<file path="config.mk">
export PLATFORM = sky130hd
export DESIGN_NAME = branch_history_table_flat
export DESIGN_NICKNAME = d
export VERILOG_FILES = /design/src/rtl/branch_history_table_if.sv /design/src/rtl/branch_history_table.sv /design/src/flat_wrapper.sv
export SDC_FILE = /design/constraint.sdc
export NUM_CORES = 1
export LEC_CHECK = 0
export ABC_AREA = 0
export ABC_CLOCK_PERIOD_IN_PS = 2350
export CAP_MARGIN = 20
export CELL_PAD_IN_SITES_DETAIL_PLACEMENT = 1
export CELL_PAD_IN_SITES_GLOBAL_PLACEMENT = 1
export CORE_MARGIN = 1
export CORE_UTILIZATION = 26
export DETAILED_ROUTE_END_ITERATION = 7
export DONT_BUFFER_PORTS = 1
export PLACE_DENSITY_LB_ADDON = 0.25
export SYNTH_ARGS = -nofsm -noshare
export SYNTH_HDL_FRONTEND = slang
export SYNTH_SLANG_ARGS = --single-unit
</file>
<file path="constraint.sdc">
create_clock -name clk_i -period 2.35 [get_ports clk_i]
set_input_delay 0.47 -clock clk_i [delete_from_list [all_inputs] [get_ports clk_i]]
set_output_delay 0.47 -clock clk_i [all_outputs]
set_load 0.01 [all_outputs]
</file>
<file path="src/rtl/branch_history_table_if.sv">
// rtl/branch_history_table_if.sv - ID/EX predictor signal bundle for the branch history table
interface branch_history_table_if #(
    parameter int PC_W  = 32,
    parameter int CNT_W = 16
);
    logic [PC_W-1:0]  ID_pc_i;
    logic             ID_Branch_i;
    logic             ID_stall_i;
    logic             ID_flush_i;
    logic             predict_taken_o;
    logic [1:0]       EX_state_o;
    logic             EX_Branch_i;
    logic [1:0]       update_i;
    logic             rbk_i;
    logic [CNT_W-1:0] branch_cnt_o;
    logic [CNT_W-1:0] mispred_cnt_o;

    modport master (
        output ID_pc_i, ID_Branch_i, ID_stall_i, ID_flush_i,
        output EX_Branch_i, update_i, rbk_i,
        input  predict_taken_o, EX_state_o, branch_cnt_o, mispred_cnt_o
    );

    modport slave (
        input  ID_pc_i, ID_Branch_i, ID_stall_i, ID_flush_i,
        input  EX_Branch_i, update_i, rbk_i,
        output predict_taken_o, EX_state_o, branch_cnt_o, mispred_cnt_o
    );
endinterface

</file>
<file path="src/rtl/branch_history_table.sv">
// rtl/branch_history_table.sv - 2-bit saturating predictor table with ID/EX carry and statistics
module branch_history_table #(
    parameter int         IDX_W       = 4,
    parameter int         PC_W        = 32,
    parameter logic [1:0] RESET_STATE = 2'b11,
    parameter int         CNT_W       = 16
) (
    input  logic                   clk_i,
    input  logic                   rst_i,
    branch_history_table_if.slave  bus
);
    localparam int               DEPTH   = 1 << IDX_W;
    localparam logic [CNT_W-1:0] CNT_ONE = {{(CNT_W-1){1'b0}}, 1'b1};

    logic [1:0]       table_q [DEPTH];
    logic [1:0]       ex_state_q, ex_state_d;
    logic [IDX_W-1:0] ex_idx_q, ex_idx_d;
    logic             ex_valid_q, ex_valid_d;
    logic [CNT_W-1:0] branch_cnt_q, branch_cnt_d;
    logic [CNT_W-1:0] mispred_cnt_q, mispred_cnt_d;

    logic [IDX_W-1:0] rd_idx;
    logic [1:0]       rd_state;
    logic             we;
    logic             unused_pc_bits;

    // Word-aligned index; upper PC bits alias by design.
    assign rd_idx         = bus.ID_pc_i[IDX_W+1:2];
    assign unused_pc_bits = ^{bus.ID_pc_i[PC_W-1:IDX_W+2], bus.ID_pc_i[1:0]};
    assign we             = bus.EX_Branch_i & ex_valid_q;

    always_comb begin
        rd_state      = table_q[rd_idx];
        ex_state_d    = ex_state_q;
        ex_idx_d      = ex_idx_q;
        ex_valid_d    = 1'b0;
        branch_cnt_d  = branch_cnt_q;
        mispred_cnt_d = mispred_cnt_q;

        // Same-cycle write to the entry being read must be visible to ID.
        if (we && (ex_idx_q == rd_idx)) begin
            rd_state = bus.update_i;
        end

        if (!(bus.ID_stall_i || bus.ID_flush_i)) begin
            ex_valid_d = bus.ID_Branch_i;
            ex_state_d = rd_state;
            ex_idx_d   = rd_idx;
        end

        if (we) begin
            if (branch_cnt_q != {CNT_W{1'b1}}) begin
                branch_cnt_d = branch_cnt_q + CNT_ONE;
            end
            if (bus.rbk_i && (mispred_cnt_q != {CNT_W{1'b1}})) begin
                mispred_cnt_d = mispred_cnt_q + CNT_ONE;
            end
        end
    end

    always_ff @(posedge clk_i) begin
        if (rst_i) begin
            for (int i = 0; i < DEPTH; i++) begin
                table_q[i] <= RESET_STATE;
            end
            ex_state_q    <= RESET_STATE;
            ex_idx_q      <= '0;
            ex_valid_q    <= 1'b0;
            branch_cnt_q  <= '0;
            mispred_cnt_q <= '0;
        end else begin
            if (we) begin
                table_q[ex_idx_q] <= bus.update_i;
            end
            ex_state_q    <= ex_state_d;
            ex_idx_q      <= ex_idx_d;
            ex_valid_q    <= ex_valid_d;
            branch_cnt_q  <= branch_cnt_d;
            mispred_cnt_q <= mispred_cnt_d;
        end
    end

    assign bus.predict_taken_o = bus.ID_Branch_i & rd_state[1];
    assign bus.EX_state_o      = ex_state_q;
    assign bus.branch_cnt_o    = branch_cnt_q;
    assign bus.mispred_cnt_o   = mispred_cnt_q;
endmodule

</file>
<file path="src/flat_wrapper.sv">
// flat-port wrapper written by rule: the top's interface ports become plain ports
module branch_history_table_flat 
#(
    parameter int         IDX_W       = 4,
    parameter int         PC_W        = 32,
    parameter logic [1:0] RESET_STATE = 2'b11,
    parameter int         CNT_W       = 16
)
  (clk_i, rst_i, bus_ID_pc_i, bus_ID_Branch_i, bus_ID_stall_i, bus_ID_flush_i, bus_EX_Branch_i, bus_update_i, bus_rbk_i, bus_predict_taken_o, bus_EX_state_o, bus_branch_cnt_o, bus_mispred_cnt_o);
  branch_history_table_if #(.PC_W(PC_W), .CNT_W(CNT_W)) bus_i ();
  input  logic clk_i;
  input  logic rst_i;
  input wire logic [$bits(bus_i.ID_pc_i)-1:0] bus_ID_pc_i;
  input wire logic [$bits(bus_i.ID_Branch_i)-1:0] bus_ID_Branch_i;
  input wire logic [$bits(bus_i.ID_stall_i)-1:0] bus_ID_stall_i;
  input wire logic [$bits(bus_i.ID_flush_i)-1:0] bus_ID_flush_i;
  input wire logic [$bits(bus_i.EX_Branch_i)-1:0] bus_EX_Branch_i;
  input wire logic [$bits(bus_i.update_i)-1:0] bus_update_i;
  input wire logic [$bits(bus_i.rbk_i)-1:0] bus_rbk_i;
  output wire logic [$bits(bus_i.predict_taken_o)-1:0] bus_predict_taken_o;
  output wire logic [$bits(bus_i.EX_state_o)-1:0] bus_EX_state_o;
  output wire logic [$bits(bus_i.branch_cnt_o)-1:0] bus_branch_cnt_o;
  output wire logic [$bits(bus_i.mispred_cnt_o)-1:0] bus_mispred_cnt_o;
  assign bus_i.ID_pc_i = bus_ID_pc_i;
  assign bus_i.ID_Branch_i = bus_ID_Branch_i;
  assign bus_i.ID_stall_i = bus_ID_stall_i;
  assign bus_i.ID_flush_i = bus_ID_flush_i;
  assign bus_i.EX_Branch_i = bus_EX_Branch_i;
  assign bus_i.update_i = bus_update_i;
  assign bus_i.rbk_i = bus_rbk_i;
  assign bus_predict_taken_o = bus_i.predict_taken_o;
  assign bus_EX_state_o = bus_i.EX_state_o;
  assign bus_branch_cnt_o = bus_i.branch_cnt_o;
  assign bus_mispred_cnt_o = bus_i.mispred_cnt_o;
  branch_history_table #(.IDX_W(IDX_W), .PC_W(PC_W), .RESET_STATE(RESET_STATE), .CNT_W(CNT_W)) u_core (.clk_i(clk_i), .rst_i(rst_i), .bus(bus_i));
endmodule
</file>
==> results of run 1 <==
## where the power goes
part	leakage (nW)	switching (mW)	total [mW]	internal, mW
registers	0.536	0.00753	1.30	1.29
clock network	0.135	0.501	1.23	0.725
logic	0.515	0.0450	0.0846	0.0396
total	1.19	0.553	2.61	2.06
## sequential cells by signal, indices dropped and copies added, names as in the netlist
name / count
u_core.bus.branch_cnt_o: 16
u_core.bus.EX_state_o: 2
u_core.bus.mispred_cnt_o: 16
u_core.table_q: 32
u_core.ex_idx_q: 4
u_core.ex_valid_q: 1
## final cells by class
cell class,instances,area (um2),share of cell area
Inverter,6,22.5,0.00549
Multi-Input combinational cell,252,1770,0.431
Sequential cell,71,1740,0.425
Clock buffer,10,239,0.0583
Timing Repair Buffer,11,82.6,0.0201
Clock inverter,6,26.3,0.00641
Tap cell,176,220,0.0537
## per-stage QoR
stage	instances	hold slack [ps]
2_1_floorplan	351	487
3_3_place_gp	516	523
3_5_place_dp	516	533
4_1_cts	532	197
5_1_grt	532	189
6_report	532	203
## repair_timing
item | 4_1_cts | 5_1_grt
pin swaps | 3 | 2
resized for setup | 1 | 1
endpoints found under the setup margin | 1 | 1
## logic make-up (layout without fill, tap and decap cells)
family,count (synthesis),count (layout),share of synthesized area
simple gates,165,165,0.251
fa+ha+maj,2,2,0.00690
buf+inv,28,33,0.0348
flops,71,71,0.480
xor+xnor,30,30,0.0724
compound gates,45,45,0.0955
mux,10,10,0.0593
## final timing paths
kind	slack (ps)	end	cells after the start
min	200	u_core.ex_idx_q[1]	1
max	-10	bus_predict_taken_o	5
max reg2reg	440	u_core.bus.branch_cnt_o[1]	7
min reg2reg	540	u_core.ex_idx_q[2]	2
## routing by layer
metal | wire, um | up-vias | GRT usage
met2 | 4240 | 48 | 0.208
li1 | - | 1268 | -
met4 | 97 | 0 | 0.0539
met1 | 4010 | 1277 | 0.171
met5 | 0 | - | 0
met3 | 619 | 11 | 0.0471
## cell usage in the layout (no fill, tap or decap), types with 4 or more instances in the layout
cell type and count:
nor2_1 43, dfxtp_1 39, edfxtp_1 32, nand2_1 26, or3_1 25, xnor2_1 17
o21bai_1 14, xor2_1 13, nand2b_1 12, buf_4 11, nand3_1 10, nor3_1 9
clkbuf_16 9, inv_1 6, and3_1 6, a211oi_1 6, or2_2 5, nand4_1 5
a21oi_1 5, mux4_1 4, mux4_2 4, o21ai_1 4
## critical path: stages (launching register included)
cell	delay, ps
edfxtp_1	380
mux4_2	490
a22oi_2	210
nand3_2	100
and3_1	150
a31o_1	240
## cells in the mapped netlist (2+ instances only)
cell type,n
mux4_2,4
nor3_1,9
edfxtp_1,32
buf_2,2
o211ai_1,3
ha_1,2
and3_1,6
a21oi_1,5
nand2b_1,12
or2_2,5
o21ai_1,4
a211oi_2,3
dfxtp_1,39
a21oi_2,2
mux2i_1,2
nor2_1,43
clkbuf_1,17
nor4_1,3
nor4_2,2
nand2_1,26
nor4b_2,2
xnor2_1,17
xor2_1,13
mux4_1,4
inv_1,6
buf_6,2
or3_1,25
nand3_1,11
a22oi_1,2
o2111ai_1,2
a211oi_1,6
a31o_1,2
nand4_2,2
nand4_1,5
o21bai_1,14
nor2b_1,3
and2_1,2
==> metrics.md, run 1 <==
| Metric | Value |
|---|---|
| Status | finished with violations |
| Failing checks | setup timing |
| Wirelength, routed | 8970 um |
| Max_slew headroom | 0.667 |
| Total power draw | 2.61 mW |
| Post-route cell area | 0.00410 mm2 |
| Synth area leader | edfxtp_1 |
| Die area | 0.0144 mm2 |
| Area of the mapped netlist | 0.00363 mm2 |
| Seq/Total Area, Yosys | 0.480 |
| Reg2reg start | u_core.bus.branch_cnt_o[0] |
| Vias per inst | 4.89 |
| Initial antenna violation count | 0 |
| Hold Path Class | in -> reg |
| Htree depth | 3 |
| Final Hold Viols | 0 |
| Max-cap viol count | 0 |
| WL per Instance | 16.9 um |
| Power per cell area | 637 mW/mm2 |
| Die height | 120 um |
| Area after DPL | 0.00383 mm2 |
| Worst hold start | rst_i |
| Fin nets | 394 |
| Clock transition at the registers of the reported paths | 50 ps |
| Yosys warns | 0 |
| Fin. max-slew vios | 0 |
| Setup_tns | -14.4 ps |
| Primary FF master, synth | dfxtp_1 |
| # hold bufs at CTS | 0 |
| RSZ-0062 raised after global routing | true |
| Shortest period the worst path allows | 2360 ps |
| Critical path class | reg -> out |
| TritonCTS clock tree | done |
| Fin crit share | 1.01 |
| Rows | 42 |
| Setup Skew | 4.92 ps |
| Fillers | 1,535 |
| Skew-Pair Late Insertion Delay | 340 ps |
| Crit path capture type | output pin |
| Largest net degree at the start of global routing | 59 |
| Gr usage total | 0.135 |
| Die width | 120 um |
| Register bit total from synthesis | 71 |
| Root Buffer | clkbuf_16 |
| Area Growth Syn to Fin | 13.1% |
| Post-synth ARST share | 0 |
| Via count | 2,604 |
| Final WS setup | -14.4 ps |
| Crit path arrival time | 1890 ps |
| Syn Nets | 394 |
| Area contributors post-synth | edfxtp_1 26%, dfxtp_1 22%, nor2_1 4.4% |
| Highest clock rate | 423 MHz |
| Initial Util | 0.271 |
| # diodes | 0 |
| Remaining global-route overflow | 0 |
| Cts bufs inserted | 9 |
| Post-synth EDFFs | 32 |
| ANT nets after route | 0 |
| Final setup violation count | 1 |
| Least-Margin Pin Slew | 499 ps |
| Post-synth top area share | 0.265 |
| Peak VDD IR | 294 uV |
| Worst slack, placed | 125 ps |
| Leakage power | 1.19 nW |
| Syn_area_per_cell | 10.3 um2 |
| DR pass1 iterations | 5 |
| Dpl hpwl | 6150 um |
| Vias in the first global route | 2,736 |
| Global placement routability congestion | 0.720 |
| Clock net sink count | 71 |
| Post-CTS Setup Bufs | 0 |
| # IOs | 76 |
| CP Data Required Time | 1880 ps |
| Clk buf depth | 2 |
| Layout cell share with drive strength beyond 1 | 0.143 |
| Startpoint Class | flip-flop |
| Core area | 0.0134 mm2 |
| PortBufs | 0 |
| CP Launch Point | u_core.table_q[2][1] |
| Residual DRC count | 0 |
| Final Util | 0.306 |
| Largest fanout on the critical path | 2 |
| Drt initial violations | 74 |
| Cells after Synth | 351 |
| First-pass GRT wire length | 14,700 um |
| Yosys cell types | 49 |
No activity file was read; power rests on OpenSTA's default activity.
==> run 2, diff against run 1 <==
--- a/config.mk
+++ b/config.mk
@@ -6,10 +6,8 @@
 export NUM_CORES = 1
 export LEC_CHECK = 0
 export ABC_AREA = 0
-export ABC_CLOCK_PERIOD_IN_PS = 2350
+export ABC_CLOCK_PERIOD_IN_PS = 2370
 export CAP_MARGIN = 20
-export CELL_PAD_IN_SITES_DETAIL_PLACEMENT = 1
-export CELL_PAD_IN_SITES_GLOBAL_PLACEMENT = 1
 export CORE_MARGIN = 1
 export CORE_UTILIZATION = 26
 export DETAILED_ROUTE_END_ITERATION = 7
==> constraint.sdc (replaced) <==
create_clock -name clk_i -period 2.37 [get_ports clk_i]
set_input_delay 0.474 -clock clk_i [delete_from_list [all_inputs] [get_ports clk_i]]
set_output_delay 0.474 -clock clk_i [all_outputs]
set_load 0.01 [all_outputs]
==> metrics.md, run 2 (synthesized netlist as in run 1, its figures left out) <==
| Metric | Value |
|---|---|
| Layout cell share with drive strength beyond 1 | 0.143 (about the same) |
| Max-cap viol count | 0 (unchanged) |
| R2R depth | 7 (unchanged) |
| CP Buf/Inv Count | 0 (unchanged) |
| Reg with most FFs | u_core.table_q (unchanged) |
| Crit path arrival time | 1890 ps (about the same) |
| Crit path depth | 5 (unchanged) |
| CP delay by family, top | multiplexers (unchanged) |
| DR pass1 iterations | 4 (was 5) |
| WL per Instance | 15.8 um (was 16.9 um) |
| Critical path class | reg -> out (unchanged) |
| Vias per inst | 4.85 (was 4.89) |
| RSZ-0062 raised after global routing | true (unchanged) |
| TritonCTS clock tree | done (unchanged) |
| Least-Margin Pin Slew | 492 ps (was 499 ps) |
| Fin. max-slew vios | 0 (unchanged) |
| Via count | 2,584 (was 2,604) |
| CP max stage cell | mux4_2 (unchanged) |
| Status | finished, final reports clean (was finished with violations) |
| Residual DRC count | 0 (unchanged) |
| Final Util | 0.307 (was 0.306) |
| Initial antenna violation count | 0 (unchanged) |
| Leakage power | 1.19 nW (about the same) |
| Reg2reg start | u_core.table_q[0][1] (was u_core.bus.branch_cnt_o[0]) |
| Largest fanout on the critical path | 2 (unchanged) |
| Fillers | 1,417 (was 1,535) |
| Final setup violation count | 0 (was 1) |
| Drt initial violations | 87 (was 74) |
| Initial Util | 0.271 (unchanged) |
| Htree depth | 3 (unchanged) |
| Most common cell after layout, fill and taps aside | nor2_1 (unchanged) |
| Largest net degree at the start of global routing | 59 (unchanged) |
| Wirelength, routed | 8410 um (was 8970 um) |
| ANT nets after route | 0 (unchanged) |
| Die area | 0.0144 mm2 (unchanged) |
| Highest clock rate | 423 MHz |
| Rows | 42 (unchanged) |
| Peak VDD IR | 402 uV (was 294 uV) |
| Vias in the first global route | 2,666 (was 2,736) |
| Max_slew headroom | 0.671 (was 0.667) |
| Die height | 120 um (unchanged) |
| Setup_tns | 0 ps (was -14.4 ps) |
| CP Cell Sequence | mux4_2 > a22oi_2 > nand3_2 > and3_4 > a31o_4 (was mux4_2 > a22oi_2 > nand3_2 > and3_1 > a31o_1) |
| Fin crit share | 0.998 |
| Setup Skew | 5.35 ps (was 4.92 ps) |
| Core area | 0.0134 mm2 (unchanged) |
| Worst hold start | rst_i (unchanged) |
| Final WS setup | 3.72 ps (was -14.4 ps) |
| Worst slack, placed | 91.4 ps (was 125 ps) |
| CP Data Required Time | 1900 ps (was 1880 ps) |
| Final Hold Viols | 0 (unchanged) |
| Hold Path Sink | u_core.ex_idx_q[0] (was u_core.ex_idx_q[1]) |
| Root Buffer | clkbuf_16 (unchanged) |
| Clock net sink count | 71 (unchanged) |
| Area Growth Syn to Fin | 13.6% (was 13.1%) |
| Post-Route Hold Slack | 216 ps (was 203 ps) |
| Crit path capture type | output pin (unchanged) |
| Clock transition at the registers of the reported paths | 50 ps (about the same) |
| Clk buf depth | 2 (unchanged) |
| Largest register FFs | 32 (unchanged) |
| Fin nets | 395 (was 394) |
| Global placement routability congestion | 0.807 (was 0.720) |
| Gr usage total | 0.124 (was 0.135) |
| # diodes | 0 (unchanged) |
| Reg2reg end | u_core.bus.EX_state_o[1] (was u_core.bus.branch_cnt_o[1]) |
| # IOs | 76 (unchanged) |
| Startpoint Class | flip-flop (unchanged) |
| Crit-path max cell delay | 470 ps (was 490 ps) |
| Cts bufs inserted | 9 (unchanged) |
| Die width | 120 um (unchanged) |
| WHS Path Cells | 1 (unchanged) |
| Dpl hpwl | 5870 um (was 6150 um) |
| FF-to-FF setup slack | 420 ps (was 440 ps) |
| First-pass GRT wire length | 13,800 um (was 14,700 um) |
| Skew-Pair Late Insertion Delay | 330 ps (was 340 ps) |
| Most frequent cells in the layout | 43 x nor2_1, 39 x dfxtp_1, 32 x edfxtp_1, 26 x nand2_1, 25 x or3_1 (unchanged) |
| Cells after DPL | 515 (was 516) |
| Power per cell area | 630 mW/mm2 (was 637 mW/mm2) |
| PortBufs | 0 (unchanged) |
| Hold Path Class | in -> reg (unchanged) |
| Remaining global-route overflow | 0 (unchanged) |
| Final Instance Count excl. Fillers | 533 (was 532) |
| Shortest period the worst path allows | 2370 ps |
-- run 2: cell count changes in the layout (fill, tap and decap cells not counted) --
cell and change:
and3_4 +1, and3_1 -1, clkbuf_1 +5, a31o_1 -1, clkinv_1 -2, buf_4 +1, a31o_4 +1, clkinv_2 -3
-- run 2: final cells by class --
class / instances / area (um2) / area share
Multi-Input combinational cell: 252 / 1780 / 0.433
Sequential cell: 71 / 1740 / 0.423
Clock buffer: 15 / 258 / 0.0626
Tap cell: 176 / 220 / 0.0535
Timing Repair Buffer: 12 / 90.1 / 0.0219
Inverter: 6 / 22.5 / 0.00547
Clock inverter: 1 / 3.75 / 0.000911
-- run 2: timing repair --
item                                   in CTS  in global routing
hold buffers                                0                  0
gates resized for setup                     2                  2
buffers inserted                            2                  0
pin swaps                                   3                  2
cloned                                      0                  0
endpoints found under the hold margin       0                  0
setup endpoints to repair                   1                  1
-- run 2: routing by layer --
layer  vias up  routed length [um]  part of all wire  global-route usage
li1       1275                   -                 -                   -
met1      1247                3810              0.45               0.143
met2        54                3890              0.46               0.207
met3         8                 608             0.072              0.0532
met4         0                  99             0.012              0.0383
met5         -                   0                 0                   0
-- run 2: through the flow --
step	total power, mW	instance area (um2)
6_report	2.59	4120
5_1_grt	2.69	4120
4_1_cts	2.64	4110
3_5_place_dp	1.40	3820
3_3_place_gp	1.40	3820
2_1_floorplan	1.40	3630
-- run 2: how the worst max path moves through the flow --
| stage | from | to | slack, ps |
|---|---|---|---|
| after CTS | u_core.table_q[0][1] | bus_predict_taken_o | -70 |
| after detailed placement | bus_ID_pc_i[2] | bus_predict_taken_o | 90 |
| after global routing | u_core.table_q[0][1] | bus_predict_taken_o | -60 |
| final | u_core.table_q[0][1] | bus_predict_taken_o | 4 |
| after floorplan | bus_ID_pc_i[2] | bus_predict_taken_o | 150 |
| after global placement | bus_ID_pc_i[2] | bus_predict_taken_o | 90 |
-- run 2: where the power goes --
part	switching [mW]	internal [mW]
logic	0.0459	0.0455
registers	0.00752	1.28
clock network	0.476	0.735
